**config.mk**
```make
export PLATFORM = sky130hd
export DESIGN_NAME = periph_arbiter
export DESIGN_NICKNAME = d
export VERILOG_FILES = /design/src/rtl/lycan_pkg.sv /design/src/rtl/rr_picker.sv /design/src/rtl/periph_arbiter.sv
export SDC_FILE = /design/constraint.sdc
export NUM_CORES = 1
export LEC_CHECK = 0
export ABC_AREA = 1
export CORE_AREA = 2 2 151 153
export DETAILED_ROUTE_END_ITERATION = 10
export DIE_AREA = 0 0 153 155
export HOLD_SLACK_MARGIN = 0.15
export PLACE_DENSITY = 0.7
export SETUP_SLACK_MARGIN = 0.02
export SKIP_CTS_REPAIR_TIMING = 1
export SLEW_MARGIN = 20
export SYNTH_ARGS = -nofsm -noshare
export SYNTH_HDL_FRONTEND = slang
export SYNTH_HIERARCHICAL = 1
export SYNTH_SLANG_ARGS = --single-unit
```
**constraint.sdc**
```tcl
create_clock -name clk -period 2.12 [get_ports clk]
set_input_delay 0.636 -clock clk [delete_from_list [all_inputs] [get_ports clk]]
set_output_delay 0.636 -clock clk [all_outputs]
set_load 0.01 [all_outputs]
```
**src/rtl/lycan_pkg.sv**
```systemverilog
// Shared definitions for the lycan USB-to-peripheral packet fabric.
// Holds the packet geometry, the default peripheral count and the arbiter FSM state types.
package lycan;

    localparam int usb_packet_width     = 32;
    localparam int periph_address_width = 3;
    localparam int num_peripherals      = 8;

    typedef enum logic [1:0] {
        D_IDLE,
        D_FETCH,
        D_DISPATCH
    } arb_down_state_t;

    typedef enum logic [1:0] {
        U_SCAN,
        U_FETCH,
        U_SEND
    } arb_up_state_t;

    // The peripheral address lives in the top bits of every packet.
    function automatic logic [periph_address_width-1:0] packet_addr(
        input logic [usb_packet_width-1:0] pkt
    );
        return pkt[usb_packet_width-1 -: periph_address_width];
    endfunction

endpackage

```
**src/rtl/rr_picker.sv**
```systemverilog
// Combinational round-robin first-one finder.
// Searches req upward from ptr with wrap-around and reports the first set index.
module rr_picker #(
    parameter int N  = 8,
    parameter int IW = 3
) (
    input  logic [N-1:0]  req,
    input  logic [IW-1:0] ptr,
    output logic          grant_valid,
    output logic [IW-1:0] grant_idx
);

    // cand[k] is the index visited k steps after ptr; hit[k] says it is requesting.
    logic [N-1:0][IW-1:0] cand;
    logic [N-1:0]         hit;

    for (genvar gi = 0; gi < N; gi++) begin : g_cand
        logic [IW:0] sum;
        assign sum         = {1'b0, ptr} + (IW+1)'(gi);
        assign cand[gi]    = (sum >= (IW+1)'(N)) ? IW'(sum - (IW+1)'(N)) : IW'(sum);
        assign hit[gi]     = req[cand[gi]];
    end

    // Walk offsets from farthest to nearest so the nearest hit to ptr wins.
    always_comb begin
        grant_valid = 1'b0;
        grant_idx   = '0;
        for (int i = N - 1; i >= 0; i--) begin
            if (hit[i]) begin
                grant_valid = 1'b1;
                grant_idx   = cand[i];
            end
        end
    end

endmodule

```
**src/rtl/periph_arbiter.sv**
```systemverilog
// Central packet router between the USB FIFO interface and the peripherals.
// Downstream: pop host packets, decode the address field, write the addressed TX FIFO.
// Upstream: round-robin drain of peripheral RX FIFOs into the host-bound FIFO.
// Optional macro PERIPH_ARBITER_DROP_COUNT_EN adds a saturating drop_count output.
module periph_arbiter
    import lycan::*;
#(
    parameter int NUM_PERIPHS = num_peripherals
) (
    input  logic                                       clk,
    input  logic                                       rst,
    input  logic [usb_packet_width-1:0]                host_rx_data,
    input  logic                                       host_rx_empty,
    output logic                                       host_rx_read,
    output logic [usb_packet_width-1:0]                periph_tx_data,
    output logic [NUM_PERIPHS-1:0]                     periph_tx_valid,
    input  logic [NUM_PERIPHS-1:0]                     periph_tx_full,
    input  logic [NUM_PERIPHS-1:0][usb_packet_width-1:0] periph_rx_data,
    output logic [NUM_PERIPHS-1:0]                     periph_rx_read,
    input  logic [NUM_PERIPHS-1:0]                     periph_rx_empty,
    output logic [usb_packet_width-1:0]                host_tx_data,
    output logic                                       host_tx_valid,
`ifdef PERIPH_ARBITER_DROP_COUNT_EN
    output logic [15:0]                                drop_count,
`endif
    input  logic                                       host_tx_full
);

    localparam int AW        = periph_address_width;
    localparam int ADDR_SPAN = 1 << periph_address_width;
    localparam int IW        = (NUM_PERIPHS > 1) ? $clog2(NUM_PERIPHS) : 1;

    // ------------------------------------------------------------------
    // Downstream path
    // ------------------------------------------------------------------
    arb_down_state_t              down_state_reg;
    logic [usb_packet_width-1:0]  down_hold_reg;
    logic                         host_rx_read_reg;
    logic [NUM_PERIPHS-1:0]       periph_tx_valid_reg;

    logic [AW-1:0]                down_addr;
    logic                         down_addr_valid;
    logic [ADDR_SPAN-1:0]         full_ext;
    logic [NUM_PERIPHS-1:0]       down_onehot;

    assign down_addr       = packet_addr(down_hold_reg);
    assign down_addr_valid = ({1'b0, down_addr} < (AW+1)'(NUM_PERIPHS));

    // Pad the full vector to the whole address space so the index never leaves range;
    // padded slots are never consulted because invalid addresses are dropped first.
    for (genvar gi = 0; gi < ADDR_SPAN; gi++) begin : g_full_ext
        if (gi < NUM_PERIPHS) begin : g_real
            assign full_ext[gi] = periph_tx_full[gi];
        end else begin : g_pad
            assign full_ext[gi] = 1'b1;
        end
    end

    for (genvar gi = 0; gi < NUM_PERIPHS; gi++) begin : g_down_dec
        assign down_onehot[gi] = (down_addr == AW'(gi));
    end

    // Downstream FSM: pop, capture, then dispatch or drop; stalls only on a full target.
    always_ff @(posedge clk or negedge rst) begin
        if (!rst) begin
            down_state_reg      <= D_IDLE;
            down_hold_reg       <= '0;
            host_rx_read_reg    <= 1'b0;
            periph_tx_valid_reg <= '0;
        end else begin
            host_rx_read_reg    <= 1'b0;
            periph_tx_valid_reg <= '0;
            case (down_state_reg)
                D_IDLE: begin
                    if (!host_rx_empty) begin
                        host_rx_read_reg <= 1'b1;
                        down_state_reg   <= D_FETCH;
                    end
                end
                D_FETCH: begin
                    down_hold_reg  <= host_rx_data;
                    down_state_reg <= D_DISPATCH;
                end
                D_DISPATCH: begin
                    if (!down_addr_valid) begin
                        down_state_reg <= D_IDLE;
                    end else if (!full_ext[down_addr]) begin
                        periph_tx_valid_reg <= down_onehot;
                        down_state_reg      <= D_IDLE;
                    end
                end
                default: down_state_reg <= D_IDLE;
            endcase
        end
    end

    assign host_rx_read    = host_rx_read_reg;
    assign periph_tx_valid = periph_tx_valid_reg;
    assign periph_tx_data  = down_hold_reg;

`ifdef PERIPH_ARBITER_DROP_COUNT_EN
    logic [15:0] drop_count_reg;

    // Count packets discarded for an out-of-range address, saturating at all-ones.
    always_ff @(posedge clk or negedge rst) begin
        if (!rst) begin
            drop_count_reg <= '0;
        end else if ((down_state_reg == D_DISPATCH) && !down_addr_valid &&
                     (drop_count_reg != 16'hFFFF)) begin
            drop_count_reg <= drop_count_reg + 16'd1;
        end
    end

    assign drop_count = drop_count_reg;
`endif

    // ------------------------------------------------------------------
    // Upstream path
    // ------------------------------------------------------------------
    arb_up_state_t                up_state_reg;
    logic [IW-1:0]                ptr_reg;
    logic [IW-1:0]                sel_reg;
    logic [usb_packet_width-1:0]  up_hold_reg;
    logic [NUM_PERIPHS-1:0]       periph_rx_read_reg;
    logic                         host_tx_valid_reg;

    logic                         grant_valid;
    logic [IW-1:0]                grant_idx;
    logic [NUM_PERIPHS-1:0]       grant_onehot;

    rr_picker #(
        .N  (NUM_PERIPHS),
        .IW (IW)
    ) u_rr_picker (
        .req         (~periph_rx_empty),
        .ptr         (ptr_reg),
        .grant_valid (grant_valid),
        .grant_idx   (grant_idx)
    );

    for (genvar gi = 0; gi < NUM_PERIPHS; gi++) begin : g_up_dec
        assign grant_onehot[gi] = (grant_idx == IW'(gi));
    end

    // Upstream FSM: pick a peripheral, capture its packet, forward it when the host has room.
    // The pointer moves past the served peripheral only once its packet is actually sent.
    always_ff @(posedge clk or negedge rst) begin
        if (!rst) begin
            up_state_reg       <= U_SCAN;
            ptr_reg            <= '0;
            sel_reg            <= '0;
            up_hold_reg        <= '0;
            periph_rx_read_reg <= '0;
            host_tx_valid_reg  <= 1'b0;
        end else begin
            periph_rx_read_reg <= '0;
            host_tx_valid_reg  <= 1'b0;
            case (up_state_reg)
                U_SCAN: begin
                    if (grant_valid) begin
                        periph_rx_read_reg <= grant_onehot;
                        sel_reg            <= grant_idx;
                        up_state_reg       <= U_FETCH;
                    end
                end
                U_FETCH: begin
                    up_hold_reg  <= periph_rx_data[sel_reg];
                    up_state_reg <= U_SEND;
                end
                U_SEND: begin
                    if (!host_tx_full) begin
                        host_tx_valid_reg <= 1'b1;
                        ptr_reg           <= (sel_reg == IW'(NUM_PERIPHS - 1)) ? '0
                                                                                : sel_reg + IW'(1);
                        up_state_reg      <= U_SCAN;
                    end
                end
                default: up_state_reg <= U_SCAN;
            endcase
        end
    end

    assign periph_rx_read = periph_rx_read_reg;
    assign host_tx_valid  = host_tx_valid_reg;
    assign host_tx_data   = up_hold_reg;

endmodule

```
==> Flow_metrics.wiki, run 1 <==
{| class="wikitable"
! Metric !! Value
|-
| Result of the run || complete, no violations
|-
| Hold crit path type || primary input to async pin
|-
| Count of non-filler cells in the finished layout || 1721
|-
| Clock sink count || 92
|-
| Peak supply drop || 0.772 mV
|-
| Height of the die || 155 microns
|-
| DRC violation total after the first TritonRoute iteration || 582
|-
| Power density over the cells || 1360 nW/um^2
|-
| Initial Util || a little under a third
|-
| Cell repeated most along the worst path || nand2_1
|-
| Gpl congestion || 0.915
|-
| Final setup fails || 0
|-
| Share of the core filled with cells in the final layout || 52.2%
|-
| Most repeated cell in the gate-level netlist after synthesis || nand2_1
|-
| Via count of the first global-routing pass || just over 8000
|-
| Largest net degree at the start of global routing || 71
|-
| Synth Warn # || 6
|-
| Highest clock rate || 473 MHz
|-
| Antenna violation net count after detailed routing || 0
|-
| CTS buffer count || 9
|-
| Share of flip-flops with an asynchronous set or reset after synthesis || 100%
|-
| Static Leakage || 5.47 nW
|-
| Post-detailed-placement half-perimeter wirelength || 22000 microns
|-
| Sequential Area || 2310 sq um
|-
| Gate count of the mapped netlist || about 1000
|-
| Net Switching || 7.50 mW
|-
| Final net count || 1739
|-
| Kind of critical path || primary input to flip-flop
|-
| GRT Residual Overflow || 0
|-
| Slew @ Worst Pin || ~0.74 ns
|-
| Cell types occupying the most area after synthesis || dfrtp_1 34%, nand2_1 29%, nand3_1 9.3%, mux2_2 5.0%, nor2_1 3.9%
|-
| DP Cell Count || 1698
|-
| Final setup skew || 0.00857 ns
|-
| Crit path largest cell delay || 0.45 ns
|-
| Level count of the clock H-tree || 3
|-
| CTS root buf || clkbuf_16
|-
| Flops & latches, synth || 92
|-
| Standard-cell row count || 55
|-
| Most frequent cells after synthesis || 529 x nand2_1, 125 x nand3_1, 92 x dfrtp_1, 70 x nor2_1, 36 x inv_1
|-
| Portion of total power attributed to the clock network || 10.4%
|-
| Global routing usage summed across all routing layers || 23.3%
|-
| RR Endpoint || periph_rx_read[5]
|-
| Total of buffers placed on input and output ports || 389
|-
| Fraction of synthesized cell area taken by the top area cell type || 34.0%
|-
| Count of pins on the block boundary || 390
|-
| Relative slew slack || approximately half
|-
| Max-cap violations || 0
|-
| Startpoint types || primary input
|-
| Sequential share of the synthesized area || between 30% and 40%
|-
| Hold Fails Final Rpt || 0
|-
| Proportion of total power due to net switching || 47.7%
|-
| Average via count per standard cell || 4.73
|-
| Synth cell types || 35
|-
| Critical Path Fanout Max || 4
|-
| Startpoint of the worst-slack reg-to-reg timing path || ptr_reg[0]
|-
| Leading area contributor after synthesis || dfrtp_1
|-
| Worst-Skew Late Latency || 0.35 ns
|-
| Via Count || roughly 8100
|-
| Flip-flop cell with the highest count after synthesis || dfrtp_1
|-
| Fraction of power consumed by sequential logic || 19.3%
|-
| Unrepaired setup endpoints after global routing || yes
|-
| First-pass DRT Iterations || 7
|-
| Layout-stage area growth over the synthesis result || 71.4%
|-
| Flop2flop setup slack || about 0.030 ns
|-
| Required time reported for the critical path endpoint || 2.36 ns
|-
| Area used by multi-input combinational logic || 4130 sq um
|-
| Cell family contributing the most delay on the critical path || simple AND/OR/NAND/NOR gates
|-
| Clk slew on worst S/H paths || roughly 0.08 ns
|-
| CTS tree || done
|-
| Fraction of the cycle the final worst path needs || roughly 100%
|-
| CP Cell Sequence || clkdlybuf4s50_1 -> inv_1 -> nand2_2 -> nand3_2 -> nand3_4 -> nand2_4 -> nor2_4 -> nand2_1 -> nand3_1 -> nand2_1 -> nand2_1 -> nand2_1 -> a21oi_2 -> inv_2 -> nand2_2 -> nor2_1
|-
| Net count after synthesis || 1359
|-
| Combinational share of power || 70.3%
|-
| Cell area after technology mapping || 6760 sq um
|-
| Fraction of layout cells with a size suffix above 1 || 12.2%
|-
| Die width || 153 microns
|-
| Number of enable flip-flop cells after synthesis || 0
|-
| DRC violation count after routing || 0
|-
| Mean area per synthesized cell || around 6.5 sq um
|-
| Number of buffers and inverters on the critical path || 3
|-
| Final worst path period need || 2.11 ns
|-
| Die Outline Area || 23700 sq um
|-
| Detailed Route WL || approximately 28000 microns
|-
| Fill cells || about 2200
|-
| Worst reg2reg path depth || 16
|-
| Logic depth of the worst setup path including buffers || 16
|-
| Area inside the core boundary || 22200 sq um
|-
| Critical Path AT || 2.36 ns
|-
| Antenna violations before repair || 4
|-
| Routed length per instance || ~16 microns
|-
| Slew Viols, Final || 0
|-
| Library cell contributing the largest single delay on the critical path || clkdlybuf4s50_1
|-
| Worst-case clock buffer depth || 2
|-
| First-pass GRT wire length || 43500 microns
|-
| Cell-internal power || 8.21 mW
|-
| Critical path capture point type || flip-flop
|}
==> worst register-to-register path, cell delays in order (launching register included) <==
cell     delay [ns]
dfrtp_1        0.42
inv_2          0.07
ha_4           0.35
buf_6          0.12
nand3_4        0.08
nand3_4        0.11
nand2_4        0.08
nor2_4         0.07
nand2_1        0.05
nand3_1        0.06
nand2_1        0.05
nand2_1        0.05
nand2_1        0.06
a21oi_2        0.19
inv_2          0.08
nand2_2        0.08
nor2_1         0.04
==> metal layers <==
metal,GRT usage [%],wire length (microns),part of all wire (%)
met1,26.9,10900,39
met2,41.9,14400,51
met3,4.76,1810,6.4
met4,10.2,1070,3.8
met5,0,0,0
==> cell families after synthesis <==
logic type / Yosys count / share of synthesized area [%]
simple gates: 761 / 47.1
buf+inv: 106 / 7.88
flops: 92 / 34.0
compound gates: 50 / 4.14
mux: 30 / 5.00
xor+xnor: 4 / 1.13
fa+ha+maj: 4 / 0.740
==> layout make-up <==
type / instances / share of cell area [%]
Clock buffer: 9 / 1.94
Inverter: 44 / 1.52
Sequential cell: 92 / 19.9
Multi-Input combinational cell: 849 / 35.6
Tap cell: 285 / 3.08
Timing Repair Buffer: 431 / 37.2
Clock inverter: 7 / 0.648
Antenna cell: 4 / 0.0863
==> cells in the final DEF, fill, tap and decap left out, types with 8 or more instances in the layout <==
cell / n
a21oi_1: 8
o211ai_1: 9
clkdlybuf4s50_1: 388
clkbuf_16: 9
buf_4: 32
nand3_4: 10
nand3_2: 16
mux2_2: 30
inv_2: 11
dfrtp_1: 88
o21ai_0: 18
nand3_1: 113
o21ai_1: 12
nor2_1: 68
nand2_1: 515
inv_1: 30
nand2_2: 23
==> worst max-delay path by stage <==
stage / from / end / slack [ns]
global placement: periph_rx_empty[5] / sel_reg[2] / -0.33
CTS: ptr_reg[1] / periph_rx_read[2] / -0.08
finish: periph_rx_empty[7] / periph_rx_read[5] / 0.006
floorplan: ptr_reg[1] / sel_reg[2] / 0.05
global route: ptr_reg[0] / periph_rx_read[5] / -0.15
detailed placement: periph_rx_empty[5] / sel_reg[2] / -0.40
==> per-stage QoR <==
stage	hold WS, ns	setup TNS [ns]	total power [mW]	cell area (sq um)	worst slack [ns]
floorplan	0.340	0	9.45	6790	0.0458
global placement	0.441	-3.47	13.5	11100	-0.334
detailed placement	0.451	-4.11	13.6	11100	-0.398
CTS	0.184	-0.316	15.3	11400	-0.0800
global route	0.203	-1.17	17.2	11600	-0.145
finish	0.195	0	15.7	11600	0.00580
==> power by group through the flow <==
stage / clock, mW / combinational (mW) / sequential (mW)
3_5_place_dp: 0 / 10.6 / 3.06
6_report: 1.63 / 11.1 / 3.03
2_1_floorplan: 0 / 6.16 / 3.29
5_1_grt: 1.77 / 12.2 / 3.14
4_1_cts: 1.71 / 10.6 / 3.03
3_3_place_gp: 0 / 10.5 / 3.04
Note: power is estimated with default switching activity, not from simulation.
==> run 2: changes to the inputs <==
--- a/config.mk
+++ b/config.mk
@@ -6,11 +6,12 @@
 export NUM_CORES = 1
 export LEC_CHECK = 0
 export ABC_AREA = 1
-export CORE_AREA = 2 2 151 153
+export CORE_AREA = 2 2 153 155
+export CTS_BUF_LIST = sky130_fd_sc_hd__clkbuf_8
 export DETAILED_ROUTE_END_ITERATION = 10
-export DIE_AREA = 0 0 153 155
+export DIE_AREA = 0 0 155 157
 export HOLD_SLACK_MARGIN = 0.15
-export PLACE_DENSITY = 0.7
+export PLACE_DENSITY = 0.68
 export SETUP_SLACK_MARGIN = 0.02
 export SKIP_CTS_REPAIR_TIMING = 1
 export SLEW_MARGIN = 20
==> Flow_metrics.wiki, run 2 (same netlist as run 1, synthesis figures left out) <==
{| class="wikitable"
! Metric !! Value
|-
| Result of the run || finished, violations left
|-
| Violated checks || negative setup slack
|-
| Die Outline Area || 24300 sq um (+2.6%)
|-
| Area inside the core boundary || 22500 sq um (+1.2%)
|-
| Antenna violations before repair || 0 (-4)
|-
| Critical path launch point || periph_rx_empty[3]
|-
| Total negative slack || -0.0628 ns (-0.0628 ns)
|-
| Static Leakage || 5.43 nW (-0.71%)
|-
| Clock sink count || 92 (unchanged)
|-
| Worst Min Path Start || down_state_reg[1]
|-
| Critical Path Fanout Max || 5 (+1)
|-
| Power density over the cells || 1350 nW/um^2 (-0.65%)
|-
| Level count of the clock H-tree || 3 (unchanged)
|-
| Final setup fails || 6 (+6)
|-
| Final setup skew || 0.0110 ns (+0.00247 ns)
|-
| Height of the die || 157 microns (+1.3%)
|-
| Hold crit path type || flip-flop to flip-flop
|-
| Worst-Skew Late Latency || 0.37 ns (+0.02 ns)
|-
| Standard-cell row count || 55 (unchanged)
|-
| Max-cap violations || 0 (unchanged)
|-
| Average via count per standard cell || 4.64 (-1.9%)
|-
| Total Power Consumption || 15.4 mW (-1.7%)
|-
| DRC violation count after routing || 0 (unchanged)
|-
| Final net count || 1740 (+0.058%)
|-
| Final worst path period need || 2.14 ns (+0.0241 ns)
|-
| Detailed Route WL || 28100 microns (-0.44%)
|-
| Startpoint types || primary input
|-
| CTS buffer count || 9 (unchanged)
|-
| Largest net degree at the start of global routing || 66 (-7.0%)
|-
| DRC violation total after the first TritonRoute iteration || 466 (-20%)
|-
| Slew Viols, Final || 0 (unchanged)
|-
| Peak supply drop || 0.750 mV (-2.8%)
|-
| Worst-case clock buffer depth || 2 (unchanged)
|-
| Area used by multi-input combinational logic || 4090 sq um (-1.1%)
|-
| Via Count || 7968 (-2.0%)
|-
| Kind of critical path || primary input to flip-flop
|-
| Fraction of the cycle the final worst path needs || 101% (+1.1 points)
|-
| Gpl congestion || 0.913 (-0.14%)
|-
| Final WS setup || -0.0183 ns (-0.0241 ns)
|-
| Critical Path AT || 2.41 ns (+0.05 ns)
|-
| Fill cells || 2245 (+4.4%)
|-
| Global routing usage summed across all routing layers || 22.9% (-0.43 points)
|-
| CTS tree || done
|-
| GRT Residual Overflow || 0 (unchanged)
|-
| First-pass DRT Iterations || 5 (-2)
|-
| Slew @ Worst Pin || 0.761 ns (+0.0219 ns)
|-
| Commonest cells after routing, fill and taps aside || 515 x nand2_1, 388 x clkdlybuf4s50_1, 119 x nand3_1, 88 x dfrtp_1, 66 x nor2_1
|-
| Hold Fails Final Rpt || 0 (unchanged)
|-
| Unrepaired setup endpoints after global routing || yes
|-
| First-pass GRT wire length || 43300 microns (-0.51%)
|-
| Leading cell type in the layout, fill and taps excluded || nand2_1
|-
| Startpoint of the worst-slack reg-to-reg timing path || ptr_reg[0]
|-
| Routed length per instance || 16.3 microns (-0.32%)
|-
| Fraction of layout cells with a size suffix above 1 || 11.6% (-0.64 points)
|-
| Critical path capture point type || flip-flop
|-
| Total of buffers placed on input and output ports || 389 (unchanged)
|-
| Share of the core filled with cells in the final layout || 51.0% (-1.2 points)
|-
| Sequential Area || 2310 sq um (unchanged)
|-
| Initial Util || 30.1% (-0.37 points)
|-
| Antenna violation net count after detailed routing || 0 (unchanged)
|-
| CTS root buf || clkbuf_8
|-
| Relative slew slack || 49.1% (-1.5 points)
|-
| Post-detailed-placement half-perimeter wirelength || 21900 microns (-0.28%)
|-
| Required time reported for the critical path endpoint || 2.39 ns (+0.03 ns)
|-
| Clk slew on worst S/H paths || 0.10 ns (+0.02 ns)
|-
| Layout-stage area growth over the synthesis result || 69.6%
|-
| Die width || 155 microns (+1.3%)
|-
| Count of pins on the block boundary || 390 (unchanged)
|-
| Highest clock rate || 468 MHz (-1.1%)
|-
| Via count of the first global-routing pass || 7879 (-2.1%)
|}
## run 2: area by class of cell
cell class	count	area share, %
clock buffer	9	1.08
sequential	92	20.1
inverter	44	1.54
timing repair buffer	432	37.9
multi-input combinational	849	35.6
tap	285	3.11
clock inverter	7	0.546
antenna	1	0.0218
## run 2: per-stage QoR
step	worst slack (ns)	hold slack, ns	std cells	instance area (sq um)
after floorplan	0.0458	0.340	1047	6790
after global placement	-0.388	0.443	1695	11100
after detailed placement	-0.405	0.444	1695	11100
after CTS	-0.105	0.116	1711	11300
after global routing	-0.158	0.475	1718	11500
final	-0.0183	0.458	1719	11500
## run 2: worst paths after layout
| check | to | slack, ns | cells past startpoint |
|---|---|---|---|
| hold / removal | host_rx_read | 0.46 | 1 |
| hold reg to reg | host_rx_read | 0.46 | 1 |
| setup reg to reg | periph_rx_read[5] | -0.01 | 16 |
| max in group asynchronous | periph_tx_data[5] | 0.86 | 3 |
| min in group asynchronous | periph_tx_data[0] | 0.68 | 2 |
| setup / recovery | periph_rx_read[5] | -0.02 | 16 |
## run 2: worst max-delay path, cell delays in order
cell and delay (ns):
clkdlybuf4s50_1 0.45, inv_1 0.05, nand2_1 0.18, nand3_4 0.12, nand3_4 0.12, nand2_4 0.08, nor2_2 0.07, nand2_1 0.06
nand3_2 0.06, nand2_2 0.05, nand2_2 0.06, nand2_2 0.06, a21oi_4 0.20, inv_2 0.08, nand2_2 0.08, nor2_1 0.04
## run 2: where the power goes
group          total [mW]  internal (mW)  switching, mW  leakage (nW)
Combinational        11.3           4.94           6.32          4.21
Sequential           3.03           2.55          0.483          1.13
Clock                1.16          0.456          0.703        0.0984
Total                15.4           7.94           7.50          5.43
## run 2: routing by layer
| metal | GRT usage (%) | routed length (microns) | vias to the layer above |
|---|---|---|---|
| met2 | 41.3 | 14100 | 264 |
| met3 | 5.34 | 1760 | 43 |
| met5 | 0 | 0 | - |
| li1 | - | - | 4064 |
| met4 | 7.36 | 845 | 0 |
| met1 | 26.9 | 11400 | 3597 |
==> run 3: changes to the inputs <==
--- a/config.mk
+++ b/config.mk
@@ -6,10 +6,9 @@
 export NUM_CORES = 1
 export LEC_CHECK = 0
 export ABC_AREA = 1
-export CORE_AREA = 2 2 153 155
+export CORE_UTILIZATION = 30
 export CTS_BUF_LIST = sky130_fd_sc_hd__clkbuf_8
 export DETAILED_ROUTE_END_ITERATION = 10
-export DIE_AREA = 0 0 155 157
 export HOLD_SLACK_MARGIN = 0.15
 export PLACE_DENSITY = 0.68
 export SETUP_SLACK_MARGIN = 0.02
==> Flow_metrics.wiki, run 3 (same netlist as run 1, synthesis figures left out) <==
{| class="wikitable"
! Metric !! Value
|-
| Result of the run || finished, violations left
|-
| Violated checks || design-rule violations
|-
| Final setup skew || 0.0122 ns (+0.00115 ns)
|-
| DP Cell Count || 1693 (-0.12%)
|-
| Level count of the clock H-tree || 3 (unchanged)
|-
| Antenna violations before repair || 2 (+2)
|-
| Global Route met2 Usage || 44.2% (+2.8 points)
|-
| Routed length per instance || 16.4 microns (+0.64%)
|-
| Startpoint types || primary input
|-
| Kind of critical path || primary input to flip-flop
|-
| Number of cells on the worst hold path || 1 (unchanged)
|-
| Slew Viols, Final || 0 (unchanged)
|-
| Share of the core filled with cells in the final layout || 52.5% (+1.5 points)
|-
| GR met1 Demand/Resource || 28.2% (+1.4 points)
|-
| GRT Residual Overflow || 0 (unchanged)
|-
| CTS tree || done
|-
| CP Cell Sequence || clkdlybuf4s50_1 -> inv_1 -> nand2_2 -> nand3_2 -> nand3_2 -> nand2_2 -> nor4_4 -> nand3_2 -> nand2_2 -> inv_1 -> nand2_2 -> o21ai_0
|-
| Worst-Skew Late Latency || 0.39 ns (+0.02 ns)
|-
| Final net count || 1738 (-0.11%)
|-
| Average via count per standard cell || 4.72 (+1.9%)
|-
| Worst reg2reg path depth || 11 (-5)
|-
| Met3 global-route usage || 5.40% (+0.062 points)
|-
| Largest net degree at the start of global routing || 93 (+41%)
|-
| Highest clock rate || 480 MHz (+2.6%)
|-
| Initial Util || 30.8% (+0.74 points)
|-
| Power density over the cells || 1330 nW/um^2 (-1.0%)
|-
| Worst-case clock buffer depth || 2 (unchanged)
|-
| Critical path capture point type || flip-flop
|-
| Total of buffers placed on input and output ports || 389 (unchanged)
|-
| Slew @ Worst Pin || 0.754 ns (-0.00743 ns)
|-
| Via Count || 8089 (+1.5%)
|-
| Commonest cells after routing, fill and taps aside || 511 x nand2_1, 388 x clkdlybuf4s50_1, 110 x nand3_1, 86 x dfrtp_1, 69 x nor2_1
|-
| Count of pins on the block boundary || 390 (unchanged)
|-
| Leading cell type in the layout, fill and taps excluded || nand2_1
|-
| Critical Path Fanout Max || 5 (unchanged)
|-
| DRC violation total after the first TritonRoute iteration || 479 (+2.8%)
|-
| Final setup fails || 0 (-6)
|-
| Antenna violation net count after detailed routing || 0 (unchanged)
|-
| Library cell contributing the largest single delay on the critical path || clkdlybuf4s50_1
|-
| Via count of the first global-routing pass || 7927 (+0.61%)
|-
| CTS buffer count || 9 (unchanged)
|-
| Layout-stage area growth over the synthesis result || 70.3%
|-
| Required time reported for the critical path endpoint || 2.38 ns (about the same)
|-
| First-pass DRT Iterations || 8 (+3)
|-
| Die width || 152 microns (-1.8%)
|-
| Area inside the core boundary || 22000 sq um (-2.4%)
|-
| DRC violation count after routing || 56 (+56)
|-
| Die Outline Area || 23100 sq um (-4.9%)
|-
| Fraction of the cycle the final worst path needs || 98.3% (-2.6 points)
|-
| Count of non-filler cells in the finished layout || 1713 (-0.35%)
|-
| Hold crit path type || flip-flop to flip-flop
|-
| Height of the die || 152 microns (-3.1%)
|-
| Fraction of layout cells with a size suffix above 1 || 12.5% (+0.92 points)
|-
| Layer carrying the most global-route usage || met2
|-
| Max-cap violations || 0 (unchanged)
|-
| Relative slew slack || 49.6% (+0.50 points)
|-
| Unrepaired setup endpoints after global routing || yes
|-
| Peak supply drop || 0.683 mV (-8.9%)
|-
| First-pass GRT wire length || 43900 microns (+1.5%)
|-
| Post-detailed-placement half-perimeter wirelength || 21900 microns (-0.11%)
|-
| Detailed Route WL || 28200 microns (+0.29%)
|-
| Static Leakage || 5.42 nW (-0.17%)
|-
| Clk slew on worst S/H paths || 0.10 ns (about the same)
|-
| Crit path largest cell delay || 0.45 ns (about the same)
|-
| CTS root buf || clkbuf_8
|-
| Critical Path AT || 2.34 ns (-0.07 ns)
|-
| Standard-cell row count || 54 (-1.8%)
|-
| Final worst path period need || 2.08 ns (-0.0542 ns)
|-
| Hold Fails Final Rpt || 0 (unchanged)
|-
| Gpl congestion || 0.916 (+0.30%)
|-
| Cell repeated most along the worst path || nand2_2
|-
| Clock sink count || 92 (unchanged)
|-
| Global routing usage summed across all routing layers || 24.3% (+1.4 points)
|}
run 3: cell types whose count changed in the layout (fill, tap and decap cells not counted), moves of 3 or more:
| cell | previous run | this run |
|---|---|---|
| nor2_1 | 66 | 69 |
| nand3_1 | 119 | 110 |
| nor2_2 | 5 | 2 |
| nand2_2 | 23 | 27 |
| buf_4 | 31 | 34 |
| o21ai_1 | 12 | 9 |
| buf_12 | 10 | 7 |
| nand3_2 | 12 | 17 |
| nand3_4 | 8 | 12 |
| nand2_1 | 515 | 511 |
run 3: power by group:
group / switching (mW) / leakage, nW / internal [mW]
combinational: 6.32 / 4.20 / 4.82
sequential: 0.494 / 1.13 / 2.55
clock: 0.720 / 0.0989 / 0.455
total: 7.54 / 5.42 / 7.82
run 3: final timing paths:
path / from / endpoint / slack, ns
worst max-delay path: periph_rx_empty[6] / sel_reg[2] / 0.04
worst max register to register: ptr_reg[0] / sel_reg[2] / 0.05
min in group asynchronous: rst / periph_tx_data[12] / 0.72
worst min-delay path: down_state_reg[1] / host_rx_read / 0.46
worst min register to register: down_state_reg[1] / host_rx_read / 0.46
max in group asynchronous: rst / host_tx_data[31] / 0.74
run 3: stage by stage:
stage	cell area (sq um)	TNS, ns	power, mW	hold slack [ns]	worst slack, ns
floorplan	6790	0	9.45	0.340	0.0458
global placement	11100	-4.27	13.5	0.440	-0.427
detailed placement	11100	-4.41	13.6	0.448	-0.441
CTS	11300	-0.452	14.9	0.108	-0.0789
global route	11500	-0.634	16.7	0.482	-0.0776
finish	11500	0	15.4	0.460	0.0360
run 3: worst max-delay path: cells and delay by family:
family / cells / cell delay [ns]
AO/OA/AOI/OAI: 1 / 0.09
AND/OR/NAND/NOR: 8 / 1.05
buffers and inverters: 3 / 0.58
run 3: area by class of cell:
type                    count  area (sq um)
inverters                  44           176
flip-flops and latches     92          2310
fillers                  2137         10400
clock buffers               9           124
multi-input cells         849          4190
well taps                 280           350
repair buffers            430          4290
clock inverters             7          67.6
diodes                      2          5.00
run 3: layer usage:
metal | wire, microns | part of all wire, %
met5 | 0 | 0
met4 | 799 | 2.8
met3 | 1740 | 6.2
met2 | 14300 | 51
met1 | 11300 | 40
